**config.mk**
```make
export PLATFORM = sky130hd
export DESIGN_NAME = lstm_layer_sequencer
export DESIGN_NICKNAME = d
export VERILOG_FILES = /design/src/rtl/lstm_layer_sequencer.sv
export SDC_FILE = /design/constraint.sdc
export NUM_CORES = 1
export LEC_CHECK = 0
export BUFFER_PORTS_ARGS = -buffer_cell sky130_fd_sc_hd__buf_2
export CAP_MARGIN = 5
export CORE_MARGIN = 5
export CORE_UTILIZATION = 50
export DETAILED_ROUTE_END_ITERATION = 6
export GPL_TIMING_DRIVEN = 1
export PLACE_DENSITY = 0.77
export SLEW_MARGIN = 40
export SYNTH_ARGS = -nofsm -noshare
export SYNTH_HDL_FRONTEND = slang
export SYNTH_SLANG_ARGS = --single-unit
```
**constraint.sdc**
```tcl
create_clock -name clk -period 6.6 [get_ports clk]
set_clock_uncertainty 0.2 [all_clocks]
set_input_delay 1.32 -clock clk [delete_from_list [all_inputs] [get_ports clk]]
set_output_delay 1.32 -clock clk [all_outputs]
set_load 0.01 [all_outputs]
```
**src/rtl/lstm_layer_sequencer.sv**
```systemverilog
// Timestep/layer sequencer for the stacked LSTM datapath: takes one sample per timestep,
// fires each layer in turn, waits for its done, then hands off the final-layer result.
module lstm_layer_sequencer #(
  parameter int LAYERS     = 4,
  parameter int STEP_WIDTH = 16,
  parameter int TIMEOUT    = 1024,
  localparam int LAYER_W   = (LAYERS > 1) ? $clog2(LAYERS) : 1
) (
  input  logic                  clk,
  input  logic                  rst,
  input  logic                  start,
  input  logic [STEP_WIDTH-1:0] num_steps,
  input  logic                  abort,
  input  logic                  sample_valid,
  output logic                  sample_ready,
  output logic                  layer_start,
  output logic [LAYER_W-1:0]    layer_idx,
  output logic                  first_step,
  input  logic                  layer_done,
  output logic                  result_valid,
  input  logic                  result_ready,
  output logic                  busy,
  output logic                  done,
  output logic                  error,
  output logic [STEP_WIDTH-1:0] step_count
);

  // state       | meaning
  // IDLE        | no sequence running; step_count/error hold last result
  // WAIT_SAMPLE | waiting for this timestep's input sample
  // ISSUE       | layer_start pulse for layer_idx, watchdog reloaded
  // WAIT_LAYER  | waiting for layer_done, watchdog counting down
  // ADVANCE     | one-cycle gap before the next layer is issued
  // EMIT        | result_valid held until result_ready
  localparam logic [2:0] S_IDLE        = 3'd0;
  localparam logic [2:0] S_WAIT_SAMPLE = 3'd1;
  localparam logic [2:0] S_ISSUE       = 3'd2;
  localparam logic [2:0] S_WAIT_LAYER  = 3'd3;
  localparam logic [2:0] S_ADVANCE     = 3'd4;
  localparam logic [2:0] S_EMIT        = 3'd5;

  localparam int TMR_W = (TIMEOUT > 1) ? $clog2(TIMEOUT) : 1;
  localparam logic [TMR_W-1:0]   TMR_LOAD   = TMR_W'((TIMEOUT > 0) ? TIMEOUT - 1 : 0);
  localparam logic [LAYER_W-1:0] LAST_LAYER = LAYER_W'(LAYERS - 1);

  logic [2:0]            state;
  logic [LAYER_W-1:0]    layer;
  logic [TMR_W-1:0]      timer;
  logic [STEP_WIDTH-1:0] steps_done;
  logic [STEP_WIDTH-1:0] num_lat;
  logic                  done_q;
  logic                  error_q;
  logic [STEP_WIDTH-1:0] steps_next;
  logic                  timeout_hit;

  assign steps_next  = steps_done + STEP_WIDTH'(1);
  // Watchdog fires on the cycle the down-counter is already at terminal count.
  assign timeout_hit = (TIMEOUT != 0) && (timer == '0);

  always_ff @(posedge clk) begin
    if (rst) begin
      state      <= S_IDLE;
      layer      <= '0;
      timer      <= '0;
      steps_done <= '0;
      num_lat    <= '0;
      done_q     <= 1'b0;
      error_q    <= 1'b0;
    end else begin
      done_q <= 1'b0;
      if (state != S_IDLE && abort) begin
        state <= S_IDLE;
        layer <= '0;
      end else begin
        case (state)
          S_IDLE: begin
            if (start) begin
              steps_done <= '0;
              error_q    <= 1'b0;
              if (num_steps == '0) begin
                done_q <= 1'b1;
              end else begin
                num_lat <= num_steps;
                state   <= S_WAIT_SAMPLE;
              end
            end
          end
          S_WAIT_SAMPLE: begin
            if (sample_valid) begin
              layer <= '0;
              state <= S_ISSUE;
            end
          end
          S_ISSUE: begin
            timer <= TMR_LOAD;
            state <= S_WAIT_LAYER;
          end
          S_WAIT_LAYER: begin
            if (layer_done) begin
              if (layer == LAST_LAYER) begin
                state <= S_EMIT;
              end else begin
                layer <= layer + LAYER_W'(1);
                state <= S_ADVANCE;
              end
            end else if (timeout_hit) begin
              state   <= S_IDLE;
              layer   <= '0;
              error_q <= 1'b1;
              done_q  <= 1'b1;
            end else begin
              timer <= timer - TMR_W'(1);
            end
          end
          S_ADVANCE: begin
            state <= S_ISSUE;
          end
          S_EMIT: begin
            if (result_ready) begin
              steps_done <= steps_next;
              if (steps_next == num_lat) begin
                state  <= S_IDLE;
                layer  <= '0;
                done_q <= 1'b1;
              end else begin
                state <= S_WAIT_SAMPLE;
              end
            end
          end
          default: begin
            state <= S_IDLE;
            layer <= '0;
          end
        endcase
      end
    end
  end

  // abort must kill the pulse/valid in the same cycle, not one later.
  assign layer_start  = (state == S_ISSUE) && !abort;
  assign result_valid = (state == S_EMIT) && !abort;
  assign sample_ready = (state == S_WAIT_SAMPLE);
  assign busy         = (state != S_IDLE);
  assign first_step   = busy && (steps_done == '0);
  assign layer_idx    = layer;
  assign done         = done_q;
  assign error        = error_q;
  assign step_count   = steps_done;

endmodule

```
=== Yosys cells after proc, flatten, opt, wreduce, memory -nomap -nowiden ===
Index checks and enable logic that the tools add are counted.
W data, S select, Z words.

* Output and inout port bits: 25
* Bits in registers: 49
* Input port bits: 23

* Reduce and logical (&&, ||, !) cells: 21
* Multiplexer cells: 33
* Add/sub/neg operators: 3
* Bitwise gates (word level): 3
* Eq/ne operators: 17

{| class="wikitable"
|+ Operator list
! kind !! number
|-
| $logic_not A16 Y1 || 2
|-
| $mux W16 || 2
|-
| $pmux W16 S2 || 1
|-
| $mux W10 || 2
|-
| $pmux W10 S2 || 1
|-
| $mux W3 || 6
|-
| $pmux W3 S6 || 1
|-
| $add A16 B1 Y16 const B || 1
|-
| $eq A16 B16 Y1 || 1
|-
| $ne A2 B2 Y1 const B || 8
|-
| $mux W2 || 6
|-
| $reduce_and A4 Y1 || 3
|-
| $mux W1 || 11
|-
| $logic_not A10 Y1 || 1
|-
| $reduce_and A5 Y1 || 2
|-
| $sub A10 B1 Y10 const B || 1
|-
| $pmux W2 S4 || 1
|-
| $eq A3 B2 Y1 const B || 2
|-
| $eq A3 B3 Y1 const B || 2
|-
| $ne A3 B3 Y1 const B || 2
|-
| $reduce_and A6 Y1 || 1
|-
| $reduce_bool A2 Y1 || 3
|-
| $logic_and A1 B1 Y1 || 4
|-
| $eq A3 B1 Y1 const B || 1
|-
| 10 further kinds || 12
|}

=== Longest topological paths before layout ===
* Depth in word-level cells: 5
* Gate-level depth with buffers: 10

=== Worst setup path after synthesis ===
OpenSTA, ideal clock, no wires.

* Kind: input -> output
* From: input abort
* To: output layer_start
* Setup slack: 3.038 ns
* Data arrival time: 2.042 ns
* Required time: 5.080 ns
* Cell stages on the path: 4
* Path buffers: 1
* Path through: or3b_4 -> nand2b_4 -> buf_6 -> inv_2

* Cells in the longest elaborated chain, start to end: 2

{| class="wikitable"
|+ RTL lines
! item !! RTL line !! RTL
|-
| start, declared || 13 || <nowiki>input logic abort,</nowiki>
|-
| $logic_not A1 Y1 || 140 || <nowiki>assign layer_start = (state == S_ISSUE) && !abort;</nowiki>
|-
| $logic_and A1 B1 Y1 || 140 ||
|-
| end, declared || 16 || <nowiki>output logic layer_start,</nowiki>
|}

No other way between the ends.

=== Worst setup path in the final report ===
Same ends and word-level chain as after synthesis.

==> run_results.csv <==
group,metric,value,unit
logic_synthesis,yosysUniqueCellTypes,56,
worst_setup_path,r2r_start,"step_count[0]$_SDFFE_PP0P_",
die,ios,48,
finish,antenna_cells,0,
min_path,holdPathEnd,"timer[0]$_SDFFE_PP0P_",
logic_synthesis,netlist_instances,356,
finish,fin_util,56.1,%
worst_setup_path,worstSetupEndpointType,"output pin",
min_path,hp-class,"flip-flop to flip-flop",
grt,grt_pass1_vias,2520,
logic_synthesis,synth-seq-area-share,33.4,%
placement,dp_cells,453,
die,core-area,5820,µm²
detailed_routing,drc,0,
placement,dp_hpwl,5470,µm
logic_synthesis,synth_largest_area_cell,"dfxtp_1",
cts,root_buffer,"clkbuf_8",
die,die_x,86.6,µm
detailed_routing,drtAntennaViolNets,0,
sta,hold_viol,0,
detailed_routing,wl_per_cell,15.9,µm
worst_setup_path,worstSetupPathType,"primary input to output pin",
cts,clock-sinks,49,
power,power.density_cell_area,208,nW/µm²
logic_synthesis,synthesis.nets,383,
logic_synthesis,async_flop_share,0,%
worst_setup_path,required,5.08,ns
outcome,status,"finished clean",
sta,fin_setup_tns,0,ns
die,die_area,7510,µm²
detailed_routing,drtPass1Iterations,4,
finish,synthToLayoutAreaGrowth,11.2,%
power,comb_power_share,18.5,%
detailed_routing,dr.first_iter.drc_count,254,
grt,grt_first_pass_wirelength,12200,µm
cts,cts_max_level,2,
power,total_power,0.000678,W
logic_synthesis,synth_edf_count,0,
sta,rsz0062_at_grt,"false",
sta,slew_headroom,44.9,%
sta,fin_crit,3.78,ns
finish,final_cells,461,
cts,clk_path_buf_depth,2,
sta,post-route-period-util,57.3,%
worst_setup_path,reg2reg_depth,8,
logic_synthesis,yosysTopAreaCellShare,33.4,%
cts,cts_tree,"yes",
worst_setup_path,r2r-end,"layer_idx[1]$_SDFFE_PP0P_",
cts,cts_made_buffers,5,
grt,antenna_found_initial,0,
grt,overflow,0,
flow_run,drv_cap,0,
logic_synthesis,avgSynthCellArea,8.25,µm²
die,num_rows,28,
power,pwr-share-seq,48.4,%
die,fp.dieH,86.6,µm
detailed_routing,drt-total-wl,7340,µm
sta,worst_slew_pin_slew,0.826,ns
sta,maxSlewViolCount,0,
logic_synthesis,synthTopCellsByCount,"dfxtp_1 (49), nor2_1 (41), a21oi_1 (29), nand2_1 (22)",
power,switchingPower,0.000189,W
logic_synthesis,syn_area,2940,µm²
sta,timing.fmax,265,MHz
sta,setup_ws,2.82,ns
logic_synthesis,yosysWarningCount,0,
logic_synthesis,synth_area_leaders,"dfxtp_1 (33%), mux2i_1 (5.5%), nor2_1 (5.2%)",
die,initial_core_util,50.5,%
logic_synthesis,yosysMostFrequentCell,"dfxtp_1",
power,switching_share,27.9,%
detailed_routing,routed_via_density,5.90,
placement,post-place-ws,2.83,ns
logic_synthesis,yosys_register_bits,49,
sta,setup_viol,0,
worst_setup_path,cp-start-kind,"primary input",
worst_setup_path,worst_ep_arrival_time,2.26,ns
placement,numPortBuffers,47,
finish,nets,412,
grt,grtUsageTotal,20.1,%
cts,holdBufCountCts,0,
grt,grt_max_degree,46,
finish,drive_above_1_share,19.4,%
placement,gp_congestion,0.872,
power,vdd_drop_max,0.0000877,V
min_path,min_from,"timer[0]$_SDFFE_PP0P_",
cts,clkSlewWorstSetupHoldPaths,0.08,ns
cts,ctsResizeCount,0,
detailed_routing,dr_total_vias,2719,
min_path,hold_depth,2,
power,internal_power,0.000489,W
logic_synthesis,yosys_most_used_dff,"dfxtp_1",
cts,postCtsSetupBuffers,0,
power,leakagePower,1.31,nW
cts,clk_latency,0.31,ns
worst_setup_path,crit_fanout,9,
worst_setup_path,r2r_slack,3.64,ns
power,clkPwrFrac,33.1,%
## cell families after synthesis
kind of cell | count (synthesis) | synth area share [%]
flops | 49 | 33.4
buf+inv | 35 | 5.62
xor+xnor | 29 | 8.90
compound gates | 75 | 15.7
mux | 16 | 5.45
simple gates | 148 | 29.2
fa+ha+maj | 4 | 1.70
## sequential cells by signal, indices dropped and copies added (netlist names)
| signal | count |
|---|---|
| step_count | 16 |
| num_lat | 16 |
| layer_idx | 2 |
| state | 3 |
| done | 1 |
| timer | 10 |
| error | 1 |
## power groups by stage
stage | registers (W) | clock network [W] | logic [W]
floorplan | 0.000330 | 0 | 0.0000963
global placement | 0.000334 | 0 | 0.000120
detailed placement | 0.000335 | 0 | 0.000124
CTS | 0.000328 | 0.000228 | 0.000125
global route | 0.000331 | 0.000240 | 0.000139
finish | 0.000328 | 0.000224 | 0.000125
## metrics by stage
step | cell area (µm²) | hold slack, ns
finish | 3260 | 0.315
global route | 3260 | 0.349
CTS | 3260 | 0.316
detailed placement | 3140 | 0.297
global placement | 3140 | 0.279
floorplan | 2940 | 0.269
## how the worst max path moves through the flow
stage	start	to	slack, ns	depth (start not counted)
after floorplan	abort	layer_start	3.04	4
after global placement	abort	layer_start	2.84	5
after detailed placement	abort	layer_start	2.83	5
after CTS	abort	layer_start	2.82	5
after global routing	abort	layer_start	2.79	5
final	abort	layer_start	2.82	5
## area by class of cell
| type | count | area [µm²] |
|---|---|---|
| flip-flops and latches | 49 | 981 |
| fillers | 554 | 2550 |
| multi-input cells | 272 | 1800 |
| clock inverters | 1 | 30.0 |
| repair buffers | 47 | 235 |
| clock buffers | 7 | 86.3 |
| inverters | 10 | 37.5 |
| well taps | 75 | 93.8 |
## critical path, cell delays in order
cell and delay, ns:
buf_2 0.13, or3b_4 0.40, nand2b_4 0.20, inv_2 0.08, buf_2 0.13
## metal layers
layer  routed length (µm)  up-vias  share of wire [%]  track usage [%]
met4                  116        0                1.6             7.65
met3                  535       12                7.3             3.99
met5                    0        -                  0                0
met2                 3460       93                 47             32.2
li1                     -     1341                  -                -
met1                 3220     1273                 44             26.5
## placed cells by master (no fill, tap or decap), types with 2 or more instances in the layout
| cell type | netlist | layout |
|---|---|---|
| nand4_1 | 8 | 8 |
| or4_1 | 2 | 2 |
| o21ai_1 | 9 | 9 |
| nand2_1 | 22 | 22 |
| or2_1 | 3 | 3 |
| nand3_2 | 1 | 2 |
| dfxtp_1 | 49 | 49 |
| and2_1 | 2 | 2 |
| nor2b_1 | 4 | 4 |
| clkbuf_8 | 0 | 6 |
| o21a_1 | 2 | 2 |
| nor3b_1 | 5 | 4 |
| xor2_1 | 12 | 12 |
| nor3_1 | 12 | 12 |
| nor4_1 | 14 | 14 |
| nor4_2 | 3 | 3 |
| o21ai_0 | 14 | 14 |
| inv_2 | 3 | 3 |
| a311oi_1 | 3 | 3 |
| mux2i_1 | 16 | 16 |
| xnor2_1 | 16 | 16 |
| nor2_1 | 41 | 41 |
| nand3b_1 | 3 | 3 |
| ha_1 | 4 | 4 |
| nand3_1 | 10 | 9 |
| or3_1 | 3 | 3 |
| buf_2 | 9 | 47 |
| a21oi_1 | 29 | 29 |
| a31oi_1 | 8 | 8 |
| and3_1 | 3 | 3 |
| inv_1 | 6 | 6 |
| a211oi_1 | 2 | 2 |
Power figures use the tool's default switching activity.
